## src/rtl/fetch_pkg.sv

```systemverilog
// Shared types and constants for the Wishbone instruction-fetch master.
package fetch_pkg;

  localparam int unsigned XLEN       = 32;
  localparam int unsigned WORD_BYTES = 4;

  typedef enum logic {
    StIdle,
    StReq
  } state_e;

endpackage

```

## src/rtl/fetch_fifo.sv

```systemverilog
// Small synchronous prefetch FIFO holding {instr, pc} pairs; head is read straight from flops.
module fetch_fifo #(
  parameter int unsigned DEPTH = 2,
  parameter int unsigned WIDTH = 64
) (
  input  logic                         clk,
  input  logic                         rst,
  input  logic                         push,
  input  logic                         pop,
  input  logic                         flush,
  input  logic [WIDTH-1:0]             wdata,
  output logic [WIDTH-1:0]             rdata,
  output logic [$clog2(DEPTH+1)-1:0]   count,
  output logic                         full,
  output logic                         empty
);

  localparam int unsigned PtrW = $clog2(DEPTH);
  localparam int unsigned CntW = $clog2(DEPTH + 1);

  logic [WIDTH-1:0] mem_q [DEPTH];
  logic [PtrW-1:0]  wr_ptr_q, rd_ptr_q;
  logic [CntW-1:0]  count_q;
  logic             do_push, do_pop;

  assign empty   = (count_q == '0);
  assign full    = (count_q == CntW'(DEPTH));
  assign do_pop  = pop & ~empty;
  // A push into a full FIFO is only legal when the head leaves in the same cycle.
  assign do_push = push & (~full | do_pop);
  assign count   = count_q;
  assign rdata   = mem_q[rd_ptr_q];

  always_ff @(posedge clk or posedge rst) begin
    if (rst) begin
      for (int i = 0; i < int'(DEPTH); i++) mem_q[i] <= '0;
      wr_ptr_q <= '0;
      rd_ptr_q <= '0;
      count_q  <= '0;
    end else if (flush) begin
      wr_ptr_q <= '0;
      rd_ptr_q <= '0;
      count_q  <= '0;
    end else begin
      if (do_push) begin
        mem_q[wr_ptr_q] <= wdata;
        wr_ptr_q        <= wr_ptr_q + PtrW'(1);
      end
      if (do_pop) rd_ptr_q <= rd_ptr_q + PtrW'(1);
      if (do_push && !do_pop) count_q <= count_q + CntW'(1);
      else if (do_pop && !do_push) count_q <= count_q - CntW'(1);
    end
  end

endmodule

```

## src/rtl/fetch_wb.sv

```systemverilog
// Wishbone classic instruction-fetch master: sequential word reads, prefetch FIFO, redirect/flush.
module fetch_wb
  import fetch_pkg::*;
#(
  parameter logic [XLEN-1:0] RESET_PC = 32'h0000_0000,
  parameter int unsigned     DEPTH    = 2
) (
  input  logic            clk,
  input  logic            rst,
  output logic [XLEN-1:0] wbm_adr_o,
  output logic            wbm_cyc_o,
  output logic            wbm_stb_o,
  input  logic            wbm_ack_i,
  input  logic [XLEN-1:0] wbm_dat_i,
  output logic [XLEN-1:0] instr_o,
  output logic [XLEN-1:0] pc_o,
  output logic            valid_o,
  input  logic            ready_i,
  input  logic            redirect_i,
  input  logic [XLEN-1:0] redirect_pc_i
);

  localparam int unsigned CntW  = $clog2(DEPTH + 1);
  localparam int unsigned FifoW = 2 * XLEN;

  state_e          state_q;
  logic [XLEN-1:0] pc_q;
  logic            stale_q;

  logic [CntW-1:0]  fifo_count, cnt_next;
  logic [FifoW-1:0] fifo_rdata;
  logic             fifo_empty, unused_full;
  logic             push, pop, credit;
  logic [XLEN-1:0]  redir_pc, next_fetch_pc;
  logic             unused_pc_bits;

  assign redir_pc       = {redirect_pc_i[XLEN-1:2], 2'b00};
  assign unused_pc_bits = ^redirect_pc_i[1:0];

  assign push = (state_q == StReq) & wbm_ack_i & ~stale_q & ~redirect_i;
  assign pop  = ~fifo_empty & ready_i & ~redirect_i;

  // Occupancy after this edge; one slot must stay free for the word we are about to request.
  always_comb begin
    cnt_next = fifo_count;
    if (redirect_i) cnt_next = '0;
    else if (push && !pop) cnt_next = fifo_count + CntW'(1);
    else if (pop && !push) cnt_next = fifo_count - CntW'(1);
  end

  assign credit = (cnt_next < CntW'(DEPTH));

  always_comb begin
    next_fetch_pc = pc_q;
    if (redirect_i) next_fetch_pc = redir_pc;
    else if (push) next_fetch_pc = pc_q + XLEN'(WORD_BYTES);
  end

  always_ff @(posedge clk or posedge rst) begin
    if (rst) begin
      state_q   <= StIdle;
      pc_q      <= RESET_PC;
      stale_q   <= 1'b0;
      wbm_adr_o <= RESET_PC;
      wbm_cyc_o <= 1'b0;
    end else begin
      unique case (state_q)
        StIdle: begin
          pc_q <= next_fetch_pc;
          if (!redirect_i && credit) begin
            state_q   <= StReq;
            wbm_cyc_o <= 1'b1;
            wbm_adr_o <= pc_q;
          end
        end
        StReq: begin
          if (wbm_ack_i) begin
            // Stale or redirected data is dropped; either way the cycle ends here.
            stale_q <= 1'b0;
            pc_q    <= next_fetch_pc;
            if (credit) begin
              wbm_adr_o <= next_fetch_pc;
            end else begin
              state_q   <= StIdle;
              wbm_cyc_o <= 1'b0;
            end
          end else if (redirect_i) begin
            // A classic cycle cannot be aborted: finish it, then throw the data away.
            stale_q <= 1'b1;
            pc_q    <= redir_pc;
          end
        end
        default: begin
          state_q   <= StIdle;
          wbm_cyc_o <= 1'b0;
        end
      endcase
    end
  end

  assign wbm_stb_o = wbm_cyc_o;

  fetch_fifo #(
    .DEPTH (DEPTH),
    .WIDTH (FifoW)
  ) u_fifo (
    .clk   (clk),
    .rst   (rst),
    .push  (push),
    .pop   (pop),
    .flush (redirect_i),
    .wdata ({wbm_dat_i, wbm_adr_o}),
    .rdata (fifo_rdata),
    .count (fifo_count),
    .full  (unused_full),
    .empty (fifo_empty)
  );

  assign instr_o = fifo_rdata[FifoW-1:XLEN];
  assign pc_o    = fifo_rdata[XLEN-1:0];
  assign valid_o = ~fifo_empty;

endmodule

```

## config.mk

```make
export PLATFORM = sky130hd
export DESIGN_NAME = fetch_wb
export DESIGN_NICKNAME = d
export VERILOG_FILES = /design/src/rtl/fetch_pkg.sv /design/src/rtl/fetch_fifo.sv /design/src/rtl/fetch_wb.sv
export SDC_FILE = /design/constraint.sdc
export NUM_CORES = 1
export LEC_CHECK = 0
export CORE_MARGIN = 2
export CORE_UTILIZATION = 46
export DETAILED_ROUTE_END_ITERATION = 10
export GPL_ROUTABILITY_DRIVEN = 0
export PLACE_DENSITY = 0.71
export SLEW_MARGIN = 5
export SYNTH_ARGS = -nofsm -noshare
export SYNTH_HDL_FRONTEND = slang
export SYNTH_SLANG_ARGS = --single-unit
```

## constraint.sdc

```tcl
create_clock -name clk -period 20.9 [get_ports clk]
set_clock_uncertainty 0.05 [all_clocks]
set_input_delay 4.18 -clock clk [delete_from_list [all_inputs] [get_ports clk]]
set_output_delay 4.18 -clock clk [all_outputs]
set_load 0.05 [all_outputs]
```

==> flow_summary.ini <==
[status]
status = finished, final reports clean

[power_and_ir_drop]
leakagePower_uw = 0.005043
powerDensity_mw_per_mm2 = 171.1
vdd_drop_max_mv = 0.1259

[layout]
layout_commonest_cell = mux2_2
finalNonFillerCells = 1240
mostFrequentLayoutCells = 201 x mux2_2, 198 x dfrtp_1, 164 x clkdlybuf4s50_1
num-nets-final = 1029
area_delta_synth_final_pct = 25.11
n_antenna_cell = 0
drive_gt1_share_pct = 26.70

[sta]
relSlewSlack_pct = 32.52
hold_violations = 0
min_period_ns = 6.926
drv_slew = 0
tightest_slew_ns = 1.012
rsz0062_at_grt = false
setup_tns_ns = 0
finalCritPeriodShare_pct = 33.14
fmax_mhz = 144.4
setup_viol = 0

[synth]
synth.avg_cell_area_um2 = 11.75
synth.area.top_cells = dfrtp_1 52%, mux2_2 24%, nand2_1 2.2%, nor2_1 1.9%, o21ai_0 1.8%
yosys.area.top_type = dfrtp_1
synth_ff_type = dfrtp_1
syn-num-nets = 891
synth_area_mm2 = 0.009627
ys_types = 62
ys_warn_count = 0
ys_seq_area_share_pct = 51.73
ys_ff_latch = 199
synth_cells = 819
synth_top_area_share_pct = 51.73
synth_edf_count = 0
synthArstFlopShare_pct = 100.0

[global_route]
grt_max_degree = 132
grt_pass1_vias = 6888
antenna_found_initial = 0
grt_pass1_wl_um = 36340
gr-usage-all-layers_pct = 20.74
overflow = 0

[clock_network]
clock_sinks = 199
path_clk_slew_ns = 0.07
cts_max_level = 4
ctsResizeCount = 0
clk_latency_ns = 0.43
cts_root_buf = clkbuf_16
hold_buffers = 0
cts_setup_buffers = 0
cts_tree = built
cts.path.max_buffers = 2
cts_buffers = 17

[routing]
antenna_left = 0
vias_per_cell = 5.571
avgRoutedWirePerCell_um = 17.86
firstDrtPassIters = 5
vias = 6908
routed_wl_um = 22150
drc = 0
detail_route.iter0.violations = 385

[floorplan]
io_pins = 168
initial_core_util_pct = 47.27
rows = 52
die-area_mm2 = 0.02210
die_h_um = 148.7
coreArea_mm2 = 0.02036
die_w_um = 148.7

[worst_setup_path]
critPathLaunchType = register
crit_path_max_fanout = 65
cp_data_arrival_time_ns = 2.70
crit_path_end_kind = output pin
critPathKind = reg -> out
required_ns = 16.67

[place]
hpwl_um = 14070
dp_cells = 1208
port-buffer-count = 165

[job]
maxCapViolCount = 0

[hold_path]
min_path_type = reg -> reg
logic make-up (layout without fill, tap and decap cells):
kind of cell             after synthesis  count (layout)  synth area share, %
AO/OA/AOI/OAI                        131             131                8.864
multiplexers                         206             206                24.03
flip-flops                           199             199                51.73
buffers and inverters                 69             220                3.015
AND/OR/NAND/NOR                      195             195                10.50
adder cells (fa/ha/maj)                4               4               0.4939
XOR/XNOR                              15              15                1.365
where the power goes:
part / internal [µW] / switching, µW
combinational: 434 / 640
sequential: 537 / 127
clock: 173 / 150
sequential cells by signal, indices dropped and copies added (netlist names):
name             cells
wbm_cyc_o            1
state_q              1
pc_q                32
u_fifo.count         2
u_fifo.wr_ptr_q      1
u_fifo.rd_ptr_q      1
u_fifo.mem_q       128
stale_q              1
wbm_adr_o           32
per-stage QoR:
stage	hold WS [ns]	setup slack [ns]	instance area [µm²]	power [µW]	utilization [%]
2_1_floorplan	0.4091	11.24	9627	1415	-
3_3_place_gp	0.4325	13.90	11470	1733	56.33
4_1_cts	0.4517	13.92	12040	2079	59.14
5_1_grt	0.4649	13.86	12040	2171	59.14
6_report	0.4525	13.97	12040	2060	59.14
3_5_place_dp	0.4312	13.88	11470	1749	56.33
final timing paths:
kind / start / to / slack (ns) / cells after the start
setup reg to reg: state_q$_DFF_PP0_ / u_fifo.mem_q[106]$_DFFE_PP0P_ / 17.55 / 6
max in group asynchronous: rst / u_fifo.mem_q[33]$_DFFE_PP0P_ / 15.08 / 3
hold / removal: u_fifo.mem_q[24]$_DFFE_PP0P_ / u_fifo.mem_q[24]$_DFFE_PP0P_ / 0.45 / 1
hold reg to reg: u_fifo.mem_q[24]$_DFFE_PP0P_ / u_fifo.mem_q[24]$_DFFE_PP0P_ / 0.45 / 1
min in group asynchronous: rst / u_fifo.mem_q[61]$_DFFE_PP0P_ / 4.26 / 2
setup / recovery: u_fifo.rd_ptr_q$_DFFE_PP0P_ / pc_o[26] / 13.97 / 2
critical path, stage by stage (launching register included):
cell and delay, ns:
dfrtp_4 1.00, mux2_2 0.43, clkdlybuf4s50_1 0.70
synth_stat cells, types with 4 or more instances:
cell type and count:
dfrtp_1 199, buf_2 19, nor2b_1 5, a221oi_1 6, xnor2_1 10, and3_1 7, nor3_1 9, a221o_1 5
o31ai_1 7, mux2i_1 5, a31oi_1 12, nand4_1 14, nand2b_1 5, clkbuf_1 29, xor2_1 5, inv_1 11
mux2_2 201, or3_1 4, a21oi_1 31, and2_1 4, nand3_1 18, nor2_1 50, o21ai_0 35, nand2_1 57
a22oi_1 5, buf_1 5
routing by layer:
layer	vias to the layer above	GRT usage [%]	wire [µm]
li1	3250	-	-
met1	3440	28.52	10200
met2	202	34.24	10510
met3	16	4.202	1244
met4	0	4.476	193
met5	-	0	0
cell type report:
cell class | instances | area (µm²)
tap | 270 | 337.8
inverter | 12 | 52.55
clock buffer | 20 | 456.7
fill | 1696 | 8320
timing repair buffer | 176 | 1729
clock inverter | 12 | 116.4
multi-input combinational | 551 | 4368
sequential | 199 | 4984
Note: power is estimated with default switching activity, not from simulation.
